`src/rtl/mul_seq_ctl.sv`:
```
// mul_seq_ctl: sequencing controller for the EX-stage multi-cycle multiplier
// and the HiLo register pair. It loads the operands, steps the multiplier for
// MUL_CYCLES cycles and then commits the product with a single HiLo write.
// The front of the pipeline is stalled only when a dependent instruction
// (another multiply, or an mfhi/mflo) reaches EX while a multiply is in flight.
module mul_seq_ctl #(
  parameter int MUL_CYCLES = 32,
  parameter int CNT_W      = 6
) (
  input  logic        clk,
  input  logic        rst,        // asynchronous, active-low
  input  logic        start,
  input  logic        mf_req,
  input  logic        flush,
  output logic        mul_load,
  output logic        mul_step,
  output logic        hilo_we,
  output logic        stall,
  output logic        busy,
  output logic        done,
  output logic [15:0] mul_count
);

  typedef enum logic [1:0] {
    IDLE  = 2'd0,
    LOAD  = 2'd1,
    RUN   = 2'd2,
    WRITE = 2'd3
  } state_t;

  // The step counter counts down from MUL_CYCLES-1 to 0, so RUN lasts
  // exactly MUL_CYCLES cycles.
  localparam logic [CNT_W-1:0] CNT_LOAD = CNT_W'(MUL_CYCLES - 1);

  state_t             state_q, state_d;
  logic [CNT_W-1:0]   cnt_q, cnt_d;
  logic [15:0]        mul_count_q, mul_count_d;
  logic               load_q, load_d;
  logic               step_q, step_d;
  logic               we_q, we_d;
  logic               busy_q, busy_d;

  // Saturating increment for the commit counter: holds at all-ones.
  function automatic logic [15:0] sat_inc16(input logic [15:0] v);
    return (v == 16'hFFFF) ? v : v + 16'd1;
  endfunction

  // Next-state, counter and registered-output decode.
  always_comb begin
    state_d     = state_q;
    cnt_d       = cnt_q;
    mul_count_d = mul_count_q;
    case (state_q)
      IDLE: begin
        // A flush in the same cycle as start kills the multiply before LOAD.
        if (start && !flush) begin
          state_d = LOAD;
        end
      end
      LOAD: begin
        if (flush) begin
          state_d = IDLE;
          cnt_d   = '0;
        end else begin
          state_d = RUN;
          cnt_d   = CNT_LOAD;
        end
      end
      RUN: begin
        // Flush takes priority over the natural exit to WRITE.
        if (flush) begin
          state_d = IDLE;
          cnt_d   = '0;
        end else if (cnt_q == '0) begin
          state_d = WRITE;
        end else begin
          cnt_d = cnt_q - 1'b1;
        end
      end
      WRITE: begin
        // The product is committed regardless of flush in this cycle.
        state_d     = IDLE;
        mul_count_d = sat_inc16(mul_count_q);
      end
      default: begin
        state_d = IDLE;
        cnt_d   = '0;
      end
    endcase

    // Moore outputs are decoded from the next state and registered, so the
    // ports are glitch-free and depend on state only.
    load_d = (state_d == LOAD);
    step_d = (state_d == RUN);
    we_d   = (state_d == WRITE);
    busy_d = (state_d != IDLE);
  end

  // State, counter, commit count and registered outputs; async reset to IDLE.
  always_ff @(posedge clk or negedge rst) begin
    if (!rst) begin
      state_q     <= IDLE;
      cnt_q       <= '0;
      mul_count_q <= 16'd0;
      load_q      <= 1'b0;
      step_q      <= 1'b0;
      we_q        <= 1'b0;
      busy_q      <= 1'b0;
    end else begin
      state_q     <= state_d;
      cnt_q       <= cnt_d;
      mul_count_q <= mul_count_d;
      load_q      <= load_d;
      step_q      <= step_d;
      we_q        <= we_d;
      busy_q      <= busy_d;
    end
  end

  assign mul_load  = load_q;
  assign mul_step  = step_q;
  assign hilo_we   = we_q;
  assign done      = we_q;
  assign busy      = busy_q;
  assign mul_count = mul_count_q;

  // Only dependent instructions are held; busy_q is 0 during reset, which
  // also keeps unknown request inputs from reaching the stall output.
  assign stall = busy_q & (start | mf_req);

endmodule

```
`config.mk`:
```
export PLATFORM = sky130hd
export DESIGN_NAME = mul_seq_ctl
export DESIGN_NICKNAME = d
export VERILOG_FILES = /design/src/rtl/mul_seq_ctl.sv
export SDC_FILE = /design/constraint.sdc
export NUM_CORES = 1
export LEC_CHECK = 0
export BUFFER_PORTS_ARGS = -buffer_cell sky130_fd_sc_hd__buf_2
export CORE_MARGIN = 2
export CORE_UTILIZATION = 36
export CTS_CLUSTER_DIAMETER = 60
export DETAILED_ROUTE_END_ITERATION = 10
export PLACE_DENSITY = 0.55
export SLEW_MARGIN = 5
export SYNTH_ARGS = -nofsm -noshare
export SYNTH_HDL_FRONTEND = slang
export SYNTH_SLANG_ARGS = --single-unit
```
`constraint.sdc`:
```
create_clock -name clk -period 1.77 [get_ports clk]
set_input_delay 0 -clock clk [delete_from_list [all_inputs] [get_ports clk]]
set_output_delay 0 -clock clk [all_outputs]
set_load 0.05 [all_outputs]
```
==> impl_metrics.csv, run 1 <==
group,metric,value,unit
timing,post_route_minimum_period,1.653,ns
global_route,global_route_wire_length_before_repair,5244,um
drt,detailedRoute.firstPassIterationCount,4,
power,net_sw_share,35.90,%
global_route,initial_antenna_violation_count,0,
finish,final_net_count,180,
finish,synthToLayoutAreaGrowth,20.83,%
yosys,number_of_flops_mapped_to_enable_cells_by_yosys,0,
floorplanning,placement_rows,23,
drt,route.detailed.wl_per_inst,13.65,um
power,comb_power_share,28.6,%
yosys,synthesis.nets,147,
clock_tree,cts_num_sinks,28,
clock_tree,cts_inserted_buffers,3,
clock_tree,h-tree-depth,1,
floorplanning,area_of_the_core,0.003971,mm^2
floorplanning,die_height,67.93,um
power,ir_drop,0.4207,mV
yosys,synth_adder_area_share,1.701,%
yosys,netlist_top_cells_area,"sky130_fd_sc_hd__dfrtp_1 48%, sky130_fd_sc_hd__xor2_1 4.2%, sky130_fd_sc_hd__a21oi_1 2.7%",
timing,post-route-period-util,93.42,%
worst_hold_path,hold-path-endpoint,"mul_load$_DFF_PN0_",
yosys,yosys_warnings,0,
drt,detail_route.drc_violations,0,
timing,slew_viol_final,0,
status,outcome,"completed",
finish,final_layout_size_suffix_gt1_share,34.88,%
worst_hold_path,min-delay-path-class,"in2reg",
power,clock_power_share,22.0,%
power,pwr_density_cell,998.0,mW/mm^2
yosys,synth_area_leader_cell,"sky130_fd_sc_hd__dfrtp_1",
timing,rsz0062_at_grt,"false",
yosys,yosys.area_share.xor_xnor,5.952,%
global_route,grt_use_total,14.85,%
critical_path,timing.critical_path.to_type,"register",
timing,layout_setup_ws,0.1165,ns
yosys,postSynthAreaPerCell,10.51,um^2
global_route,grt_max_degree,29,
yosys,netlist_area,0.001471,mm^2
yosys,ys.flop_type,"sky130_fd_sc_hd__dfrtp_1",
critical_path,reg2reg_to,"mul_count[1]$_DFFE_PN0P_",
yosys,yosys_register_bits,28,
yosys,netlist_top_cells_count,"28 x sky130_fd_sc_hd__dfrtp_1, 9 x sky130_fd_sc_hd__nand2_1, 8 x sky130_fd_sc_hd__a21oi_1, 8 x sky130_fd_sc_hd__nor2_1",
timing,final.setup.tns,0,ns
yosys,synth_simple_gate_area_share,27.30,%
critical_path,critical_path_maximum_fanout,7,
global_route,grt_overflow_total,0,
drt,dr_wl_met2,1523,um
placed_design,place.detailed.instances,217,
critical_path,cp.required,1.93,ns
yosys,synth_compound_area_share,11.05,%
floorplanning,initial_core_util,37.05,%
yosys,seq_area_frac_synth,47.62,%
timing,max_freq,604.8,MHz
drt,dr_total_vias,1123,
power,finalPower,1774,uW
timing,max-slew-margin-rel,58.70,%
placed_design,pre_cts_ws,0.08110,ns
drt,route.met3.wl,89,um
yosys,syn-instance-count,140,
yosys,synth-async-reset-ratio,100.0,%
yosys,synth.mux.area_fraction,3.231,%
floorplanning,die_area,0.004614,mm^2
clock_tree,clk_pin_slew_worst_paths,0.10,ns
placed_design,portBuffers,26,
critical_path,reg2reg_depth,5,
power,power.static_leakage,0.0008605,uW
global_route,number_of_global_route_vias_before_repair,1119,
power,total_switching_power,637.0,uW
clock_tree,cts_tree,"built",
critical_path,worst-endpoint-arrival,1.81,ns
drt,final_antenna_net_count,0,
drt,dr.first_iter.drc_count,42,
floorplanning,boundaryPins,27,
worst_hold_path,startpoint_of_the_most_critical_hold_path,"start",
yosys,most_frequent_cell_after_synthesis,"sky130_fd_sc_hd__dfrtp_1",
critical_path,critPathLaunchType,"register",
clock_tree,cts.root.buffer_cell,"sky130_fd_sc_hd__clkbuf_8",
yosys,synth_top_family_by_area,"simple AND/OR/NAND/NOR gates",
floorplanning,die_w,67.93,um
timing,worst_slew_pin_slew,0.6194,ns
finish,antenna_cells_inserted,0,
finish,finalNonFillerCells,222,
critical_path,r2r_slack,0.12,ns
timing,hold_viol_final,0,
drt,highest_layer,"met4",
placed_design,dp_hpwl,2250,um
yosys,yosysUniqueCellTypes,50,
clock_tree,clockBufferDepth,2,
power,seq_power_share,49.4,%
critical_path,regToRegStartpoint,"mul_count[0]$_DFFE_PN0P_",
placed_design,gp_congestion,0.8287,
drt,drt-vias-per-instance,5.059,
drt,drt-met1-wl,1392,um
finish,stdcell_area,0.001778,mm^2
drt,route.final.wire_length,3030,um
flow_run,maxCapViolations,0,
clock_tree,clk_latency,0.27,ns
yosys,synth_top_area_share,47.62,%
placed_design,detailed_place.area,0.001709,mm^2
power,internal-power,1137,uW
worst_hold_path,timing.hold.worst_path_depth,2,
critical_path,timing.setup.critical_path_class,"reg2reg",
timing,final_setup_fails,0,
timing,worst_clock_skew,0.004898,ns
[power by group through the flow]
stage | clock [uW] | sequential (uW) | combinational [uW]
after floorplan | 0 | 980 | 278
after detailed placement | 0 | 885 | 509
after global placement | 0 | 880 | 498
after CTS | 406 | 876 | 510
final | 391 | 876 | 508
after global routing | 440 | 897 | 551
[timing repair]
item                                    CTS  global route
resized for setup                         0             2
endpoints found under the hold margin    28             0
endpoints found under the setup margin    0             2
hold buffers                              1             0
setup buffers                             0             0
[kinds of logic after synthesis]
family          count (synthesis)
simple gates                   62
flops                          28
compound gates                 25
xor+xnor                       10
buf+inv                         9
mux                             4
fa+ha+maj                       2
[through the flow]
| step | hold slack [ns] | utilization [%] |
|---|---|---|
| after floorplan | -0.2956 | - |
| after global placement | 0.05603 | 43.04 |
| after detailed placement | 0.06184 | 43.04 |
| after CTS | 0.02183 | 44.68 |
| after global routing | 0.02191 | 44.77 |
| final | 0.02077 | 44.77 |
[critical path, stage by stage, from the launching register on]
cell	delay, ns
sky130_fd_sc_hd__dfrtp_2	0.45
sky130_fd_sc_hd__ha_4	0.18
sky130_fd_sc_hd__nand4_4	0.09
sky130_fd_sc_hd__and4bb_2	0.31
sky130_fd_sc_hd__nor2_2	0.19
sky130_fd_sc_hd__mux2_4	0.31
[metal layers]
layer  global-route usage, %  up-vias
li1                        -      571
met5                       0        -
met1                   19.31      539
met3                   2.632        2
met4                   5.250        0
met2                   24.76       11
[cells in the final DEF, fill, tap and decap left out, types with 6 or more instances in the layout]
cell / instances
sky130_fd_sc_hd__buf_2: 26
sky130_fd_sc_hd__dfrtp_1: 20
sky130_fd_sc_hd__nand2_1: 9
sky130_fd_sc_hd__nor2_1: 8
sky130_fd_sc_hd__dfrtp_2: 8
sky130_fd_sc_hd__nand3_1: 7
sky130_fd_sc_hd__xor2_1: 7
sky130_fd_sc_hd__a21oi_1: 7
sky130_fd_sc_hd__buf_4: 6
[state kept, by name (all words and copies together), names as in the netlist]
signal	flops
busy	1
cnt_q	6
mul_count	16
mul_step	1
done	1
mul_load	1
state_q	2
[area by class of cell]
cell class                 count  area (um^2)
sequential                    28        710.7
clock buffer                   4        55.05
inverter                       4        15.01
timing repair buffer          33        185.2
multi-input combinational    103        749.5
fill                         390         2193
tap                           50        62.56
[worst max path at each step]
| stage | from | end | slack, ns | cells after the start |
|---|---|---|---|---|
| 5_1_grt | mul_count[1]$_DFFE_PN0P_ | mul_count[10]$_DFFE_PN0P_ | 0.02 | 6 |
| 2_1_floorplan | mul_count[0]$_DFFE_PN0P_ | mul_count[1]$_DFFE_PN0P_ | 0.002 | 6 |
| 4_1_cts | mul_count[1]$_DFFE_PN0P_ | mul_count[1]$_DFFE_PN0P_ | 0.07 | 5 |
| 6_report | mul_count[0]$_DFFE_PN0P_ | mul_count[1]$_DFFE_PN0P_ | 0.12 | 5 |
| 3_3_place_gp | mul_count[1]$_DFFE_PN0P_ | mul_count[1]$_DFFE_PN0P_ | 0.12 | 5 |
| 3_5_place_dp | mul_count[1]$_DFFE_PN0P_ | mul_count[1]$_DFFE_PN0P_ | 0.08 | 5 |
Power figures use the tool's default switching activity.
==> run 2, diff against run 1 <==
==> constraint.sdc (replaced) <==
create_clock -name clk -period 1.77 [get_ports clk]
set_input_delay 0.2655 -clock clk [delete_from_list [all_inputs] [get_ports clk]]
set_output_delay 0.2655 -clock clk [all_outputs]
set_load 0.05 [all_outputs]
==> run 2 against run 1 <==
Effect of this change:
- worst setup slack is essentially flat
- clock power is essentially flat
- sequential share of layout area up 0.23 points
- combinational power barely moved
- sequential power hardly changed
- via count fell by 0.27%
- routed wire length down 0.13%
- critical path depth is the same
- global-route usage is the same
- utilization decreased by 0.25 points
==> impl_metrics.csv, run 2 (synthesis results as in run 1) <==
group,metric,value,unit
timing,post-route-period-util,93.42,%
timing,max-slew-margin-rel,58.83,%
critical_path,crit_path_end,"mul_count[1]$_DFFE_PN0P_",
clock_tree,h-tree-depth,1,
drt,detail_route.drc_violations,0,
critical_path,worst_setup_path_startpoint,"mul_count[0]$_DFFE_PN0P_",
drt,route.detailed.wl_per_inst,13.69,um
clock_tree,cts.root.buffer_cell,"sky130_fd_sc_hd__clkbuf_8",
drt,dr_total_vias,1120,
drt,dr.first_iter.drc_count,37,
timing,final.setup.tns,0,ns
placed_design,detailed_place.area,0.001709,mm^2
timing,final_setup_fails,0,
status,outcome,"completed",
clock_tree,cts_num_sinks,28,
finish,fillCellCount,394,
critical_path,regToRegStartpoint,"mul_count[0]$_DFFE_PN0P_",
critical_path,worst-endpoint-arrival,1.81,ns
floorplanning,placement_rows,23,
worst_hold_path,min-delay-path-class,"in2async",
clock_tree,cts_tree,"built",
critical_path,timing.critical_path.to_type,"register",
placed_design,dp_hpwl,2250,um
finish,mostFrequentLayoutCell,"sky130_fd_sc_hd__buf_2",
floorplanning,boundaryPins,27,
timing,hold_viol_final,0,
floorplanning,die_height,67.93,um
placed_design,pre_cts_ws,0.08110,ns
global_route,grt_overflow_total,0,
finish,final_net_count,179,
finish,synthToLayoutAreaGrowth,20.15,%
finish,antenna_cells_inserted,0,
flow_run,maxCapViolations,0,
critical_path,r2r_slack,0.12,ns
floorplanning,die_w,67.93,um
global_route,initial_antenna_violation_count,0,
timing,slew_viol_final,0,
floorplanning,die_area,0.004614,mm^2
critical_path,cp.required,1.93,ns
clock_tree,cts_hold_repair.buffers,0,
power,pwr_density_cell,1003,mW/mm^2
drt,detailedRoute.firstPassIterationCount,4,
floorplanning,area_of_the_core,0.003971,mm^2
timing,rsz0062_at_grt,"false",
finish,seq_area,710.7,um^2
timing,post_route_minimum_period,1.653,ns
placed_design,gp_congestion,0.8287,
power,ir_drop,0.4214,mV
finish,final_layout_size_suffix_gt1_share,35.09,%
critical_path,critPathLaunchType,"register",
timing,worst_slew_pin_slew,0.6176,ns
finish,mostFrequentLayoutCells,"26 x sky130_fd_sc_hd__buf_2, 20 x sky130_fd_sc_hd__dfrtp_1, 9 x sky130_fd_sc_hd__nand2_1",
global_route,grt_max_degree,29,
drt,drt-vias-per-instance,5.068,
global_route,number_of_global_route_vias_before_repair,1119,
clock_tree,clockBufferDepth,2,
clock_tree,clk_pin_slew_worst_paths,0.10,ns
critical_path,reg2reg_depth,5,
clock_tree,cts_inserted_buffers,3,
global_route,grt_use_total,14.85,%
placed_design,portBuffers,26,
power,power.static_leakage,0.0008563,uW
drt,final_antenna_net_count,0,
critical_path,critical_path_maximum_fanout,7,
global_route,global_route_wire_length_before_repair,5244,um
floorplanning,initial_core_util,37.05,%
finish,final_core_occ,44.52,%
drt,route.final.wire_length,3026,um
timing,max_freq,604.8,MHz
finish,multiInputGateArea,749.5,um^2
timing,final.hold.worst_slack,0.00007289,ns
critical_path,timing.setup.critical_path_class,"reg2reg",
timing,layout_setup_ws,0.1165,ns
clock_tree,clk_latency,0.27,ns
timing,worst_clock_skew,0.004315,ns
finish,largest_reg_flops,16,
critical_path,reg2reg_to,"mul_count[1]$_DFFE_PN0P_",
finish,stdcell_area,0.001768,mm^2
run 2: changes by cell type in the layout (fill, tap and decap cells not counted):
cell | previous run | this run
sky130_fd_sc_hd__dlygate4sd3_1 | 1 | 0
run 2: power by group:
group / internal (uW) / switching (uW)
combinational: 196 / 310
sequential: 741 / 135
clock: 199 / 193
run 2: per-stage QoR:
stage | total power, uW | std cells
2_1_floorplan | 1258 | 140
3_3_place_gp | 1378 | 217
3_5_place_dp | 1394 | 217
4_1_cts | 1790 | 221
5_1_grt | 1887 | 221
6_report | 1774 | 221
run 2: cell type report:
class / instances / share of cell area (%)
Multi-Input combinational cell: 103 / 42.39
Inverter: 4 / 0.8493
Clock buffer: 4 / 3.114
Sequential cell: 28 / 40.20
Timing Repair Buffer: 32 / 9.908
Tap cell: 50 / 3.539
run 2: metal layers:
layer  GRT usage (%)  vias to the layer above  wire length, um
met5               0                        -                0
met4           5.250                        0               24
met3           2.632                        2               91
met2           24.76                       11             1519
met1           19.31                      538             1391
li1                -                      569                -
run 2: worst min-delay path by stage:
stage,startpoint,endpoint,slack [ns],cells after the start
2_1_floorplan,rst,busy$_DFF_PN0_,-0.03,0
3_3_place_gp,rst,mul_count[7]$_DFFE_PN0P_,0.32,1
3_5_place_dp,rst,mul_count[9]$_DFFE_PN0P_,0.33,1
4_1_cts,rst,mul_count[10]$_DFFE_PN0P_,0.03,1
5_1_grt,rst,mul_count[4]$_DFFE_PN0P_,0.04,1
6_report,rst,mul_count[13]$_DFFE_PN0P_,0.00007,1
run 2: critical path, cell delays in order (launching register included):
cell and delay, ns:
sky130_fd_sc_hd__dfrtp_2 0.46, sky130_fd_sc_hd__ha_4 0.18, sky130_fd_sc_hd__nand4_4 0.09, sky130_fd_sc_hd__and4bb_2 0.31
sky130_fd_sc_hd__nor2_2 0.19, sky130_fd_sc_hd__mux2_4 0.31
run 2: repair_timing:
| item | in CTS | in global routing |
|---|---|---|
| setup buffers | 0 | 0 |
| resized for setup | 0 | 2 |
| endpoints found under the hold margin | 0 | 0 |
| setup endpoints to repair | 0 | 2 |
==> run 3, diff against run 2 <==
--- a/config.mk
+++ b/config.mk
@@ -10,7 +10,7 @@
 export CORE_UTILIZATION = 36
 export CTS_CLUSTER_DIAMETER = 60
 export DETAILED_ROUTE_END_ITERATION = 10
-export PLACE_DENSITY = 0.55
+export PLACE_DENSITY_LB_ADDON = 0.12
 export SLEW_MARGIN = 5
 export SYNTH_ARGS = -nofsm -noshare
 export SYNTH_HDL_FRONTEND = slang
==> run 3 against run 2 <==
Effect of this change:
- the flow now finishes with violations (negative hold slack)
- highest routed layer unchanged
- first-iteration DRC count grew 49%
- final area grew 0.57%
- count of clock-buffer cells in the layout is the same
- utilization grew 0.25 points
- routed wire length grew 0.86%
- global-route usage grew 0.23 points
==> impl_metrics.csv, run 3 (synthesis results as in run 1) <==
group,metric,value,unit
finish,antenna_cells_inserted,0,
power,ir_drop,0.5198,mV
critical_path,critPathLaunchType,"register",
floorplanning,die_w,67.93,um
power,pwr_density_cell,994.5,mW/mm^2
global_route,number_of_global_route_vias_before_repair,1091,
floorplanning,initial_core_util,37.05,%
critical_path,timing.critical_path.to_type,"register",
placed_design,portBuffers,26,
timing,max_freq,605.4,MHz
floorplanning,boundaryPins,27,
critical_path,cp.required,1.93,ns
global_route,grt_use_total,15.08,%
worst_hold_path,min-delay-path-class,"in2async",
critical_path,crit_path_cell_trace,"ha_4 > nand4_4 > and4bb_2 > nor2_2 > mux2_4",
finish,mostFrequentLayoutCell,"sky130_fd_sc_hd__buf_2",
finish,final_net_count,180,
global_route,grtUsageMet2,23.18,%
timing,post-route-period-util,93.32,%
placed_design,place.detailed.instances,218,
critical_path,worst-endpoint-arrival,1.81,ns
drt,route.detailed.wl_per_inst,13.75,um
timing,final_setup_fails,0,
global_route,initial_antenna_violation_count,0,
global_route,grt_most_used_layer,"met2",
drt,dr.first_iter.drc_count,55,
timing,worst_clock_skew,0.001892,ns
timing,worst_slew_pin_slew,0.6078,ns
floorplanning,die_area,0.004614,mm^2
finish,finalNonFillerCells,222,
global_route,grt_max_degree,29,
finish,mostFrequentLayoutCells,"26 x sky130_fd_sc_hd__buf_2, 20 x sky130_fd_sc_hd__dfrtp_1, 9 x sky130_fd_sc_hd__nand2_1",
clock_tree,cts.root.buffer_cell,"sky130_fd_sc_hd__clkbuf_8",
clock_tree,clk_latency,0.27,ns
drt,drt-vias-per-instance,5.293,
critical_path,timing.critical_path.buf_inv,0,
flow_run,maxCapViolations,0,
timing,rsz0062_at_grt,"false",
critical_path,timing.setup.critical_path_class,"reg2reg",
placed_design,gp_congestion,0.8708,
critical_path,critical_path_maximum_fanout,7,
timing,slew_viol_final,0,
floorplanning,die_height,67.93,um
critical_path,path_delay_family,"simple AND/OR/NAND/NOR gates",
floorplanning,placement_rows,23,
clock_tree,clk_pin_slew_worst_paths,0.09,ns
finish,seq_area,710.7,um^2
power,power.static_leakage,0.0008764,uW
finish,synthToLayoutAreaGrowth,20.83,%
finish,stdcell_area,0.001778,mm^2
clock_tree,cts_hold_repair.buffers,0,
timing,post_route_minimum_period,1.652,ns
clock_tree,postCtsResizedCells,0,
timing,hold_viol_final,15,
placed_design,detailed_place.area,0.001717,mm^2
timing,max-slew-margin-rel,59.48,%
global_route,use_met3,1.974,%
drt,final_antenna_net_count,0,
placed_design,dp_hpwl,2260,um
finish,fillCellCount,401,
global_route,global_route.usage.met1,21.09,%
clock_tree,cts.repair_timing.setup_buffer_count,0,
status,violated_checks,"negative hold slack",
drt,route.final.wire_length,3052,um
drt,detail_route.drc_violations,0,
clock_tree,cts_num_sinks,28,
timing,final.hold.worst_slack,-0.003074,ns
drt,detailedRoute.firstPassIterationCount,4,
finish,final_core_occ,44.77,%
clock_tree,h-tree-depth,1,
critical_path,cp_slowest_stage_delay,0.45,ns
global_route,global_route_wire_length_before_repair,5230,um
finish,largest_reg_flops,16,
finish,final_layout_size_suffix_gt1_share,34.88,%
clock_tree,clockBufferDepth,2,
finish,multiInputGateArea,752.0,um^2
critical_path,crit_slowest_cell,"sky130_fd_sc_hd__dfrtp_2",
floorplanning,area_of_the_core,0.003971,mm^2
clock_tree,cts_inserted_buffers,3,
status,outcome,"finished with violations",
drt,dr_total_vias,1175,
timing,final.setup.tns,0,ns
global_route,grt_overflow_total,0,
clock_tree,cts_tree,"built",
==> run 3: cell type report <==
cell class,count,share of cell area (%)
multi-input combinational,103,42.29
sequential,28,39.97
timing repair buffer,33,10.27
tap,50,3.519
clock buffer,4,3.096
inverter,4,0.8445
==> run 3: worst reg2reg max path, delay by kind of cell, from the launching register on <==
| family | cells | cell delay, ns |
|---|---|---|
| and+or+nand+nor | 3 | 0.60 |
| DFF | 1 | 0.45 |
| adders and majority gates | 1 | 0.19 |
| muxes | 1 | 0.31 |
==> run 3: worst paths after layout <==
path,from,to,slack [ns],cells after the start
worst min-delay path,rst,mul_count[13]$_DFFE_PN0P_,-0.003,1
max in group asynchronous,rst,mul_count[2]$_DFFE_PN0P_,1.34,1
worst min register to register,mul_count[14]$_DFFE_PN0P_,mul_count[14]$_DFFE_PN0P_,0.50,1
min in group clk,start,mul_load$_DFF_PN0_,0.29,2
worst max-delay path,mul_count[1]$_DFFE_PN0P_,mul_count[1]$_DFFE_PN0P_,0.12,5
worst max register to register,mul_count[1]$_DFFE_PN0P_,mul_count[1]$_DFFE_PN0P_,0.12,5
==> run 3: routing by layer <==
layer | up-vias | part of all wire [%]
met5 | - | 0
met4 | 0 | 0.75
met3 | 2 | 3.9
met2 | 22 | 47
met1 | 578 | 49
li1 | 573 | -
==> run 3: stage by stage <==
stage / setup slack [ns] / total power (uW)
2_1_floorplan: 0.001987 / 1258
3_3_place_gp: 0.1343 / 1378
3_5_place_dp: 0.07764 / 1392
4_1_cts: 0.05399 / 1790
5_1_grt: 0.05054 / 1883
6_report: 0.1182 / 1768
==> run 3: power breakdown <==
group / switching (uW) / internal (uW) / total [uW]
Sequential: 131 / 741 / 872
Combinational: 313 / 195 / 508
Clock: 189 / 199 / 388
